===== src/rtl/instr_fetch_queue.sv =====
`default_nettype none
// ============================================================================
// Module   : instr_fetch_queue
// Brief    : Fetch-PC owner and {pc, instr} FIFO between ROM and decode.
// Revision : 1.0
// ============================================================================
module instr_fetch_queue #(
  parameter int unsigned DEPTH    = 4,
  parameter logic [31:0] RESET_PC = 32'h0000_0000
) (
  input  logic                     clk,
  input  logic                     reset_n,
  input  logic                     fetch_en,
  output logic [31:0]              rom_addr,
  input  logic [31:0]              rom_data,
  input  logic                     redirect_valid,
  input  logic [31:0]              redirect_pc,
  input  logic                     id_ready,
  output logic                     id_valid,
  output logic [31:0]              id_instr,
  output logic [31:0]              id_pc,
  output logic [$clog2(DEPTH):0]   q_count
);

  localparam int unsigned PW = $clog2(DEPTH);
  localparam int unsigned CW = PW + 1;

  logic [31:0]   fetch_pc_q, fetch_pc_d;
  logic [PW-1:0] rd_ptr_q, rd_ptr_d;
  logic [PW-1:0] wr_ptr_q, wr_ptr_d;
  logic [CW-1:0] count_q, count_d;

  logic [31:0]   pc_mem_q    [DEPTH];
  logic [31:0]   instr_mem_q [DEPTH];

  logic w_pop_req;
  logic w_pop;
  logic w_full;
  logic w_push;

  // A redirect discards the head, so the raw handshake only frees a slot
  // for a same-cycle push; it never moves the read pointer under redirect.
  assign w_pop_req = id_valid & id_ready;
  assign w_pop     = w_pop_req & ~redirect_valid;
  assign w_full    = (count_q == CW'(DEPTH));
  assign w_push    = fetch_en & ~redirect_valid & (~w_full | w_pop_req);

  always_comb begin
    fetch_pc_d = fetch_pc_q;
    rd_ptr_d   = rd_ptr_q;
    wr_ptr_d   = wr_ptr_q;
    count_d    = count_q;
    if (redirect_valid) begin
      fetch_pc_d = redirect_pc & 32'hFFFF_FFFC;
      rd_ptr_d   = '0;
      wr_ptr_d   = '0;
      count_d    = '0;
    end else begin
      if (w_push) begin
        fetch_pc_d = fetch_pc_q + 32'd4;
        wr_ptr_d   = wr_ptr_q + PW'(1);
      end
      if (w_pop) begin
        rd_ptr_d = rd_ptr_q + PW'(1);
      end
      count_d = count_q + CW'(w_push) - CW'(w_pop);
    end
  end

  always_ff @(posedge clk or negedge reset_n) begin
    if (!reset_n) begin
      fetch_pc_q <= RESET_PC;
      rd_ptr_q   <= '0;
      wr_ptr_q   <= '0;
      count_q    <= '0;
    end else begin
      fetch_pc_q <= fetch_pc_d;
      rd_ptr_q   <= rd_ptr_d;
      wr_ptr_q   <= wr_ptr_d;
      count_q    <= count_d;
    end
  end

  // Storage needs no reset: entries are only observable while count is non-zero.
  always_ff @(posedge clk) begin
    if (w_push) begin
      pc_mem_q[wr_ptr_q]    <= fetch_pc_q;
      instr_mem_q[wr_ptr_q] <= rom_data;
    end
  end

  assign rom_addr = fetch_pc_q;
  assign q_count  = count_q;
  assign id_valid = (count_q != '0);
  assign id_pc    = id_valid ? pc_mem_q[rd_ptr_q]    : 32'd0;
  assign id_instr = id_valid ? instr_mem_q[rd_ptr_q] : 32'd0;

endmodule
`default_nettype wire


===== config.mk =====
export PLATFORM = sky130hd
export DESIGN_NAME = instr_fetch_queue
export DESIGN_NICKNAME = d
export VERILOG_FILES = /design/src/rtl/instr_fetch_queue.sv
export SDC_FILE = /design/constraint.sdc
export NUM_CORES = 1
export LEC_CHECK = 0
export ABC_AREA = 1
export CORE_ASPECT_RATIO = 0.7
export CORE_MARGIN = 2
export CORE_UTILIZATION = 50
export DETAILED_ROUTE_END_ITERATION = 8
export PLACE_DENSITY = 0.77
export RECOVER_POWER = 100
export SLEW_MARGIN = 40
export SYNTH_ARGS = -nofsm -noshare
export SYNTH_HDL_FRONTEND = slang
export SYNTH_SLANG_ARGS = --single-unit

===== constraint.sdc =====
create_clock -name clk -period 3.8 [get_ports clk]
set_clock_uncertainty 0.15 [all_clocks]
set_input_delay 0.76 -clock clk [delete_from_list [all_inputs] [get_ports clk]]
set_output_delay 0.76 -clock clk [all_outputs]
set_load 0.01 [all_outputs]

=== After elaboration in Yosys (flattened, before gate mapping) ===
Memories as Yosys holds them, arrays and structs flattened.
Index checks and enable logic that the tools add are counted.

* $add $sub $neg: 5
* Equality and inequality tests: 1
* Muxes and demuxes: 11
* Bitwise operators: 7
* Reduce and logical (&&, ||, !) cells: 3

{| class="wikitable"
|+ Operators with widths
! kind !! number
|-
| $mux W32 || 4
|-
| $add A32 B3 Y32 const B || 1
|-
| $mux W2 || 4
|-
| $add A2 B1 Y2 const B || 2
|-
| $and A1 B1 Y1 || 4
|-
| $reduce_bool A2 Y1 || 2
|-
| $add A3 B1 Y3 || 1
|-
| $eq A3 B3 Y1 const B || 1
|-
| $mux W3 || 1
|-
| $reduce_bool A3 Y1 || 1
|-
| $sub A3 B1 Y3 || 1
|-
| $mux W1 || 2
|-
| $not A1 Y1 || 2
|-
| $or A1 B1 Y1 || 1
|}

* Register bits after elaboration: 39
* Memory bits (writable): 256
* Bits of input ports: 69
* Output and inout bits: 100
* Logic and storage cells: 33
* Memories: 2

{| class="wikitable"
|+ Memories
! name !! words !! width !! rd ports !! clocked after Yosys merged registers in !! write ports !! line !! source
|-
| instr_mem_q || 4 || 32 || 1 || 0 || 1 || 34 || <nowiki>logic [31:0] instr_mem_q [DEPTH];</nowiki>
|-
| pc_mem_q || 4 || 32 || 1 || 0 || 1 || 33 || <nowiki>logic [31:0] pc_mem_q [DEPTH];</nowiki>
|}

=== Logic depth before layout (Yosys ltp) ===
Gate-level depths: netlist (run 1).

* Depth in word-level cells: 7
* Gate-level depth with buffers: 11
* Mapped depth without buffers: 11

=== Worst setup path after synthesis (run 1) ===
Ideal clock, no wire load.

* Kind: input to register
* From: in redirect_valid
* To: mem instr_mem_q[0][0] (enable)
* Library setup time: 0.482 ns
* Arrival time: 3.826 ns
* Data required time: 3.168 ns
* Setup slack: -0.659 ns
* Cell stages on the path: 4
* Path buffers: 1
* Cells stage by stage: buf_2 > inv_2 > nand3_4 > nor2_1

* Word-level cells in the longest chain between the ends: 5

{| class="wikitable"
|+ RTL lines
! element !! line !! source
|-
| start: declaration || 16 || <nowiki>input logic redirect_valid,</nowiki>
|-
| $not A1 Y1 || 46 || <nowiki>assign w_push = fetch_en & ~redirect_valid & (~w_full | w_pop_req);</nowiki>
|-
| $and A1 B1 Y1 (2 in series) || 46 ||
|-
| $mux W1 || 86 || <nowiki>if (w_push) begin</nowiki>
|-
| $mux W1 (not written as such) || 88 || <nowiki>instr_mem_q[wr_ptr_q] <= rom_data;</nowiki>
|-
| end: declaration || 34 ||
|}

No other way between the ends.

=== Worst setup path after layout (run 1) ===
* From: reg rd_ptr_q[0]
* To: out id_pc[26]

* Word-level cells in the longest chain between the ends: 2

{| class="wikitable"
|+ RTL lines
! element !! line !! source
|-
| start: declaration || 29 || <nowiki>logic [PW-1:0] rd_ptr_q, rd_ptr_d;</nowiki>
|-
| start signal: assignment || 78 || <nowiki>rd_ptr_q <= rd_ptr_d;</nowiki>
|-
| $mem_v2 Z4 W32 || n/a ||
|-
| $mux W32 || 95 || <nowiki>assign id_pc = id_valid ? pc_mem_q[rd_ptr_q] : 32'd0;</nowiki>
|-
| end: declaration || 21 || <nowiki>output logic [31:0] id_pc,</nowiki>
|}

No other way between the ends.

==> results of run 1 <==
-- worst register-to-register path, stage by stage (launching register included) --
cell	delay, ps
dfrtp_1	460
inv_1	70
nand3_1	130
nand3_1	490
nor2_1	330
clkbuf_2	940
-- area by class of cell --
| cell class | instances | area [um^2] | share of cell area, % |
|---|---|---|---|
| antenna | 4 | 10.0 | 0.0663 |
| timing repair buffer | 183 | 1780 | 11.8 |
| clock buffer | 36 | 739 | 4.90 |
| inverter | 54 | 206 | 1.37 |
| sequential | 285 | 8380 | 55.5 |
| clock inverter | 13 | 198 | 1.31 |
| tap | 318 | 398 | 2.64 |
| multi-input combinational | 741 | 3380 | 22.4 |
-- power by group through the flow --
stage / Clock (mW) / Combinational [mW] / Sequential [mW]
3_3_place_gp: 0 / 2.43 / 3.87
4_1_cts: 2.84 / 2.48 / 3.82
6_report: 2.80 / 2.32 / 3.82
5_1_grt: 2.96 / 2.54 / 3.84
3_5_place_dp: 0 / 2.46 / 3.88
2_1_floorplan: 0 / 1.23 / 3.84
-- cells in the final DEF (no fill, tap or decap), drive strengths merged --
cell / instances
inv: 54
ha: 7
and2: 1
o21bai: 8
clkinvlp: 2
o21ai: 139
nand4: 2
dfrtp: 37
xor2: 3
bufinv: 5
nand3: 65
o211ai: 5
conb: 4
edfxtp: 248
fa: 1
clkdlybuf4s50: 50
a31oi: 1
nor2: 301
dlygate4sd3: 111
nor3: 1
clkinv: 6
diode: 4
nand2: 135
clkbuf: 47
a21oi: 63
xnor2: 5
buf: 11
-- cell families (layout without fill, tap and decap cells) --
group	after synthesis	after routing	share of synthesized area, %
flip-flops	285	285	68.2
buffers and inverters	113	286	4.21
other	1	8	0.0305
XOR/XNOR	8	8	0.571
AND/OR/NAND/NOR	505	505	17.0
AO/OA/AOI/OAI	216	216	9.08
adder cells (fa/ha/maj)	8	8	0.877
-- routing by layer --
| metal | global-route usage [%] | vias up | share of wire (%) |
|---|---|---|---|
| li1 | - | 4198 | - |
| met1 | 34.5 | 4186 | 47 |
| met2 | 34.4 | 313 | 44 |
| met3 | 3.92 | 35 | 8.2 |
| met4 | 3.33 | 0 | 1.1 |
| met5 | 0 | - | 0 |
-- per-stage QoR --
step	hold WS, ps	util (%)	setup WS, ps
after global placement	453	59.6	672
after detailed placement	488	59.6	607
final	493	63.2	135
after CTS	63.6	63.5	166
after floorplan	314	-	-659
after global routing	529	63.2	13.7
-- flip-flops by register name (all words and copies together), names as in the netlist --
signal / count
q_count: 3
rd_ptr_q: 2
rom_addr: 30
wr_ptr_q: 2
pc_mem_q: 120
instr_mem_q: 128
-- how the worst min path moves through the flow --
stage	to	slack, ps	from
3_5_place_dp	wr_ptr_q[1]$_DFFE_PN0N_	490	wr_ptr_q[1]$_DFFE_PN0N_
6_report	wr_ptr_q[1]$_DFFE_PN0N_	490	wr_ptr_q[1]$_DFFE_PN0N_
2_1_floorplan	q_count[0]$_DFF_PN0_	310	reset_n
4_1_cts	rom_addr[16]$_DFFE_PN0N_	60	reset_n
3_3_place_gp	wr_ptr_q[1]$_DFFE_PN0N_	450	wr_ptr_q[1]$_DFFE_PN0N_
5_1_grt	wr_ptr_q[0]$_DFFE_PN0N_	530	wr_ptr_q[0]$_DFFE_PN0N_
==> out/metrics.yaml, run 1 <==
cells_and_area:
  num-fill-cells: 1849
  fin_nets: 1369
  drive_above_1_share_pct: 6.71
  area_growth_pct: 22.9
  final_area_um2: 15100
  fin_cells: 1634
yosys:
  ys_seq_elements: 285
  synth.avg_cell_area_um2: 10.8
  synthArstFlopShare_pct: 13.0
  synth_top_area_share_pct: 60.7
  syn_inst: 1136
  synthFlopType: "edfxtp_1"
  synth_area_um2: 12300
  ys_top_cells_by_count: "291 x nor2_1, 248 x edfxtp_1, 135 x o21ai_0"
  ys_types: 35
  yosysWarnings: 0
  synth_edf_count: 248
  yosysMostFrequentCell: "nor2_1"
  yosysTopAreaCell: "edfxtp_1"
  ys_seq_area_share_pct: 68.2
  synth_area_leaders: "edfxtp_1 61%, nor2_1 8.9%, dfrtp_1 7.5%"
grt:
  first_global_vias: 8318
  grt-ovfl-total: 0
  grt_use_total_pct: 22.4
  grt_pass1_wl_mm: 44.8
  grt_antenna_before_repair: 2
  grt_max_degree: 126
power:
  p_per_area_nw_per_um2: 592
  internal_power_mw: 6.28
  clock_power_share_pct: 31.3
  p_sw_share_pct: 29.7
  p_leak_nw: 5.55
  power_frac_comb_pct: 25.9
  pwr-share-seq_pct: 42.7
  ir_worst_vdd_mv: 0.326
  fin_total_pwr_mw: 8.93
  switching_power_mw: 2.65
timing:
  slew_violations: 38
  slew_headroom_pct: -43.4
  worst_pin_slew_ps: 2150
  setup_violations: 0
  fin_crit_ps: 3660
  max_freq_ghz: 0.273
  fin_tns_setup_ps: 0
  rsz0062_at_grt: "false"
  fin_crit_sh_pct: 96.4
  hold_viol_final: 0
drt:
  drt_iter0_drc: 796
  routed_wl_mm: 28.8
  drt_first_pass_iters: 6
  avgViaCountPerCell: 5.34
  ant_nets: 0
  vias: 8732
  wire_per_inst_um: 17.6
  drc: 0
placement:
  place.gp.congestion: 0.847
  port_buffers: 162
  place_area_um2: 14200
  place_hpwl_mm: 17.7
  numPlacedInstances: 1581
flow_run:
  cap_violations: 1
setup_path:
  endpoint_kind: "output pin"
  arrival_ps: 2750
  worstSetupStartpoint: "rd_ptr_q[0]$_DFFE_PN0P_"
  rr_worst_depth: 5
  path_depth: 5
  cpLargestDelayFamily: "buffers and inverters"
  cp_cell_sequence: "clkinv_2, buf_12, o21ai_0, a21oi_1, dlygate4sd3_1"
  critPathMaxStageDelay_ps: 620
  crit_type: "flop to output pin"
  r2r-start: "q_count[1]$_DFF_PN0_"
  crit_buf_inv: 3
  timing.critical_path.to: "id_pc[26]"
  worstReg2RegEnd: "instr_mem_q[1][14]$_DFFE_PP_"
  cpMaxStageDelayCell: "dlygate4sd3_1"
  worst_setup_path_start_kind: "flop"
  reg2reg_slack_ps: 820
  cp_data_required_time_ps: 2890
  crit_fanout: 52
clock_network:
  cts-resized-gates: 0
  path_clk_slew_ps: 60
  cts_hold_buf: 0
  cts_tree: "done"
  clock-sinks: 285
  cts_root_buf: "clkbuf_16"
  post_cts.repair.setup_buffers: 0
  cts_max_level: 1
  ctsLongestPathBuffers: 3
  cts_buffers: 27
  clk_latency_ps: 520
die:
  fp.dieW_um: 191
  die-area_um2: 25800
  rows: 47
  die_h_um: 135
  io_pins: 169
  core_area_um2: 23900
  initial_core_util_pct: 51.4
worst_hold_path:
  hold_path_depth: 2
  min_path_type: "flop to flop"
status:
  violations: "capacitance limit, slew limit"
  outcome: "finished with violations"
(Power assumes the default switching activity.)
==> run 2: changes to the inputs <==
CELL_PAD_IN_SITES_DETAIL_PLACEMENT = 0   (was default)
CELL_PAD_IN_SITES_GLOBAL_PLACEMENT = 2   (was default)
CORE_UTILIZATION = 37   (was 50)
DONT_BUFFER_PORTS = 1   (was default)
PLACE_DENSITY = default   (was 0.77)
PLACE_DENSITY_LB_ADDON = 0.1   (was default)
SETUP_SLACK_MARGIN = 0.2   (was default)
==> out/metrics.yaml, run 2 (synthesis results as in run 1) <==
die:
  die_h_um: 156  # +16%
  rows: 55  # +17%
  initial_core_util_pct: 37.8  # -14 points
  die-area_um2: 34700  # +34%
  io_pins: 169  # unchanged
  fp.dieW_um: 222  # +16%
  core_area_um2: 32500  # +36%
setup_path:
  critPathMaxStageDelay_ps: 520  # -100 ps
  cp_data_required_time_ps: 2890  # about the same
  crit_fanout: 28  # -46%
  reg2reg_slack_ps: 570  # -250 ps
  cp_cell_sequence: "clkinv_2, clkbuf_2, o21ai_0, a21oi_1"
  endpoint_kind: "output pin"
  arrival_ps: 2470  # -280 ps
  crit_type: "flop to output pin"
  worst_setup_path_start_kind: "flop"
  cpMaxStageDelayCell: "clkbuf_2"
drt:
  avgViaCountPerCell: 4.99  # -6.6%
  ant_nets: 0  # unchanged
  drc: 7  # +7
  drt_iter0_drc: 523  # -34%
  routed_wl_mm: 32.0  # +11%
  vias: 7883  # -9.7%
  drt_first_pass_iters: 7  # +1
  wire_per_inst_um: 20.3  # +15%
timing:
  fin_crit_sh_pct: 88.9  # -7.5 points
  hold_viol_final: 0  # unchanged
  slew_headroom_pct: 23.8  # +67 points
  max_freq_ghz: 0.296  # +8.4%
  rsz0062_at_grt: "false"
  worst_pin_slew_ps: 1140  # -1010 ps
  slew_violations: 0  # -100%
  fin_crit_ps: 3380  # -285 ps
  postLayoutSetupSlackWorst_ps: 420  # +285 ps
  setup_violations: 0  # unchanged
cells_and_area:
  drive_above_1_share_pct: 6.86  # +0.16 points
  top_register: "instr_mem_q"
  final_common_cell: "nor2_1"
  final_cell_mix: "287 x nor2_1, 248 x edfxtp_1, 135 x o21ai_0, 130 x nand2_1, 65 x nand3_1"
  largest_reg_flops: 128  # unchanged
  post-route-util_pct: 41.8  # -21 points
  fin_nets: 1208  # -12%
  area_growth_pct: 10.7
flow_run:
  cap_violations: 0  # -1
grt:
  grt_antenna_before_repair: 1  # -1
  grt_max_degree: 126  # unchanged
  grt_pass1_wl_mm: 49.0  # +9.5%
  grt_use_total_pct: 18.7  # -3.7 points
  grt-ovfl-total: 0  # unchanged
  first_global_vias: 7766  # -6.6%
clock_network:
  cts_tree: "done"
  clock-sinks: 285  # unchanged
  cts-resized-gates: 0  # unchanged
  ctsLongestPathBuffers: 3  # unchanged
  clk_latency_ps: 560  # +40 ps
  cts_max_level: 1  # unchanged
  path_clk_slew_ps: 60  # about the same
  cts_buffers: 29  # +7.4%
  cts_root_buf: "clkbuf_16"
power:
  ir_worst_vdd_mv: 0.421  # +29%
  p_per_area_nw_per_um2: 600  # +1.3%
  p_leak_nw: 4.78  # -14%
worst_hold_path:
  min_path_type: "input pin to flop"
placement:
  place.gp.congestion: 0.727  # -14%
  port_buffers: 0  # -100%
  place_ws_ps: 1180  # +577 ps
  place_hpwl_mm: 19.0  # +7.4%
status:
  violations: "DRC"
  outcome: "finished with violations"
-- run 2: cell types whose count changed in the layout (fill, tap and decap cells not counted), moves of 2 or more --
cell / before / now
clkinvlp_4: 2 / 0
diode_2: 4 / 1
dlygate4sd3_1: 111 / 1
clkbuf_8: 3 / 0
clkinv_1: 1 / 9
buf_12: 2 / 7
clkdlybuf4s50_1: 50 / 0
buf_4: 9 / 2
bufinv_16: 5 / 1
clkbuf_16: 27 / 29
-- run 2: area by class of cell --
type | instances | area [um^2]
inverters | 54 | 209
fillers | 3093 | 18900
repair buffers | 20 | 236
diodes | 1 | 2.50
well taps | 427 | 534
flip-flops and latches | 285 | 8380
clock buffers | 36 | 752
clock inverters | 15 | 92.6
multi-input cells | 741 | 3390
-- run 2: path summary, 6_finish.rpt --
| path | from | to | cells after the start |
|---|---|---|---|
| max in group asynchronous | reset_n | rd_ptr_q[0]$_DFFE_PN0P_ | 2 |
| min in group asynchronous | reset_n | rom_addr[17]$_DFFE_PN0N_ | 2 |
| worst max register to register | q_count[1]$_DFF_PN0_ | instr_mem_q[0][29]$_DFFE_PP_ | 5 |
| worst min register to register | wr_ptr_q[1]$_DFFE_PN0N_ | wr_ptr_q[1]$_DFFE_PN0N_ | 2 |
| worst min-delay path | redirect_valid | q_count[1]$_DFF_PN0_ | 1 |
| worst max-delay path | rd_ptr_q[0]$_DFFE_PN0P_ | id_instr[4] | 4 |
-- run 2: stage by stage --
step / setup TNS (ps) / hold WS [ps] / power, mW / cells / instance area [um^2]
after floorplan: -163410 / 314 / 5.07 / 1139 / 12300
after global placement: 0 / 315 / 5.64 / 1524 / 12800
after detailed placement: 0 / 315 / 5.66 / 1525 / 12800
after CTS: 0 / 88.5 / 8.31 / 1578 / 13700
after global routing: 0 / 83.4 / 8.61 / 1579 / 13600
final: 0 / 114 / 8.16 / 1579 / 13600
-- run 2: worst max-delay path: cells and delay by family (launching register included) --
| family | cells | cell delay (ps) |
|---|---|---|
| DFF | 1 | 490 |
| buffers and inverters | 2 | 810 |
| AOI/OAI and AO/OA | 2 | 580 |
-- run 2: where the power goes --
group | internal [mW] | leakage (nW) | switching [mW]
logic | 0.420 | 1.64 | 1.25
clock network | 1.45 | 0.414 | 1.18
registers | 3.63 | 2.72 | 0.227
-- run 2: layer usage --
layer | global-route usage, % | wire length [um]
met3 | 4.39 | 1930
met1 | 26.8 | 15400
met5 | 0 | 0
met4 | 4.21 | 537
met2 | 29.0 | 14100
-- run 2: what timing repair did --
action	CTS	global route
hold buffers	2	0
endpoints found under the setup margin	0	0
buffers inserted	0	0
endpoints found under the hold margin	37	0
==> run 3: changes to the inputs <==
CORE_ASPECT_RATIO = 1.25   (was 0.7)
CTS_BUF_LIST = sky130_fd_sc_hd__clkbuf_8 sky130_fd_sc_hd__clkbuf_16   (was default)
==> out/metrics.yaml, run 3 (synthesis results as in run 1) <==
status:
  outcome: "complete, no violations"
grt:
  grt_use_total_pct: 17.6  # -1.1 points
  first_global_vias: 7849  # +1.1%
  grt-ovfl-total: 0  # unchanged
  grt_max_degree: 126  # unchanged
  grt_antenna_before_repair: 0  # -1
  grt_pass1_wl_mm: 46.9  # -4.2%
setup_path:
  worst_setup_path_start_kind: "flop"
  crit_type: "flop to output pin"
  rr_worst_depth: 6  # +1
  cp_data_required_time_ps: 2890  # about the same
  crit_fanout: 47  # +68%
  arrival_ps: 2370  # -100 ps
  endpoint_kind: "output pin"
flow_run:
  cap_violations: 0  # unchanged
cells_and_area:
  area_growth_pct: 11.2
  largest_reg_flops: 128  # unchanged
  final_common_cell: "nor2_1"
  final_cell_mix: "287 x nor2_1, 248 x edfxtp_1, 135 x o21ai_0, 131 x nand2_1, 65 x nand3_1"
  post-route-util_pct: 41.8  # -0.087 points
  top_register: "instr_mem_q"
  final_area_um2: 13600  # +0.41%
  drive_above_1_share_pct: 7.22  # +0.35 points
  diodes: 0  # -1
  fin_nets: 1203  # -0.41%
timing:
  slew_headroom_pct: 17.3  # -6.5 points
  max_freq_ghz: 0.305  # +3.0%
  setup_violations: 0  # unchanged
  worst_pin_slew_ps: 1230  # +91.4 ps
  fin_crit_sh_pct: 86.4  # -2.6 points
  fin_crit_ps: 3280  # -97.4 ps
  hold_viol_final: 0  # unchanged
  slew_violations: 0  # unchanged
  postLayoutSetupSlackWorst_ps: 517  # +97.4 ps
  rsz0062_at_grt: "false"
drt:
  avgViaCountPerCell: 4.99  # about the same
  highest_layer: "met4"
  route.met2.wl_mm: 15.7  # +11%
  routed-wl-met3_mm: 1.94  # +0.78%
  drc: 0  # -7
  ant_nets: 0  # unchanged
  drt_iter0_drc: 424  # -19%
  routed_wl_mm: 31.0  # -2.9%
  wire_per_inst_um: 19.8  # -2.2%
  m1WireLength_mm: 12.8  # -17%
  drt_first_pass_iters: 4  # -3
  vias: 7822  # -0.77%
die:
  core_area_um2: 32700  # +0.62%
  die_h_um: 208  # +33%
  rows: 74  # +35%
  die-area_um2: 34700  # about the same
  fp.dieW_um: 167  # -25%
  io_pins: 169  # unchanged
  initial_core_util_pct: 37.6  # -0.23 points
placement:
  place.gp.congestion: 0.761  # +4.6%
  port_buffers: 0  # unchanged
  place_area_um2: 12700  # -0.53%
  place_hpwl_mm: 17.2  # -9.2%
  place_ws_ps: 1020  # -164 ps
power:
  internal_power_mw: 5.70  # +3.6%
  clock_power_share_pct: 34.0  # +1.7 points
  p_sw_share_pct: 31.7  # -0.91 points
  p_per_area_nw_per_um2: 611  # +1.8%
  pwr-share-seq_pct: 46.1  # -1.1 points
  power_frac_comb_pct: 19.9  # -0.6 points
  p_leak_nw: 4.83  # +1.1%
  ir_worst_vdd_mv: 0.353  # -16%
  switching_power_mw: 2.64  # -0.64%
worst_hold_path:
  hold_path_depth: 1  # unchanged
  min_path_type: "input pin to flop"
clock_network:
  cts_tree: "done"
  cts_root_buf: "clkbuf_16"
  cts_max_level: 1  # unchanged
  cts_buffers: 30  # +3.4%
  ctsLongestPathBuffers: 3  # unchanged
  clock-sinks: 285  # unchanged
  clk_latency_ps: 550  # about the same
  path_clk_slew_ps: 60  # about the same
## run 3: changes by cell type in the layout (fill, tap and decap cells not counted), moves of 2 or more
cell,before,now
buf_12,7,4
clkbuf_1,8,0
clkbuf_8,0,3
clkbuf_2,8,0
clkbuf_4,0,4
inv_1,49,55
clkinv_1,9,5
clkinv_2,5,9
clkbuf_16,29,31
## run 3: layout make-up
| class | instances | area (um^2) |
|---|---|---|
| tap | 418 | 523 |
| multi-input combinational | 741 | 3380 |
| clock buffer | 34 | 817 |
| sequential | 285 | 8380 |
| inverter | 54 | 208 |
| timing repair buffer | 14 | 181 |
| fill | 3165 | 19000 |
| clock inverter | 22 | 156 |
## run 3: layer usage
layer,GRT usage [%],vias up
li1,-,3875
met1,21.2,3745
met2,31.5,161
met3,4.35,41
met4,4.58,0
met5,0,-
## run 3: stage by stage
stage | total power [mW] | hold slack [ps] | setup TNS [ps] | instances
floorplan | 5.07 | 314 | -163410 | 1139
global placement | 5.62 | 316 | 0 | 1510
detailed placement | 5.64 | 316 | 0 | 1510
CTS | 8.52 | 95.3 | 0 | 1568
global route | 8.78 | 104 | 0 | 1568
finish | 8.34 | 129 | 0 | 1568
## run 3: worst paths after layout
check,start,to,slack [ps]
setup / recovery,rd_ptr_q[0]$_DFFE_PN0P_,id_pc[15],520
hold / removal,redirect_valid,q_count[1]$_DFF_PN0_,130
setup reg to reg,q_count[0]$_DFF_PN0_,rom_addr[16]$_DFFE_PN0N_,540
hold reg to reg,wr_ptr_q[1]$_DFFE_PN0N_,wr_ptr_q[1]$_DFFE_PN0N_,480
max in group asynchronous,reset_n,rd_ptr_q[0]$_DFFE_PN0P_,2680
min in group asynchronous,reset_n,rom_addr[3]$_DFFE_PN0N_,590
## run 3: repair_timing
action                     in CTS  in global routing
setup endpoints to repair       0                  1
hold buffers                    2                  0
hold endpoints to repair       37                  0
resized for setup               0                  1
buffers inserted                0                  0
## run 3: power by group through the flow
| stage | sequential, mW | clock, mW | combinational, mW |
|---|---|---|---|
| final | 3.84 | 2.84 | 1.66 |
| after global routing | 3.87 | 3.03 | 1.89 |
| after CTS | 3.84 | 2.93 | 1.75 |
| after detailed placement | 3.91 | 0 | 1.73 |
| after global placement | 3.91 | 0 | 1.72 |
| after floorplan | 3.84 | 0 | 1.23 |
## run 3: critical path, stage by stage (launching register included)
cell and delay (ps):
dfrtp_4 490, clkinv_2 470, buf_12 280, o21ai_0 110, a21oi_1 440
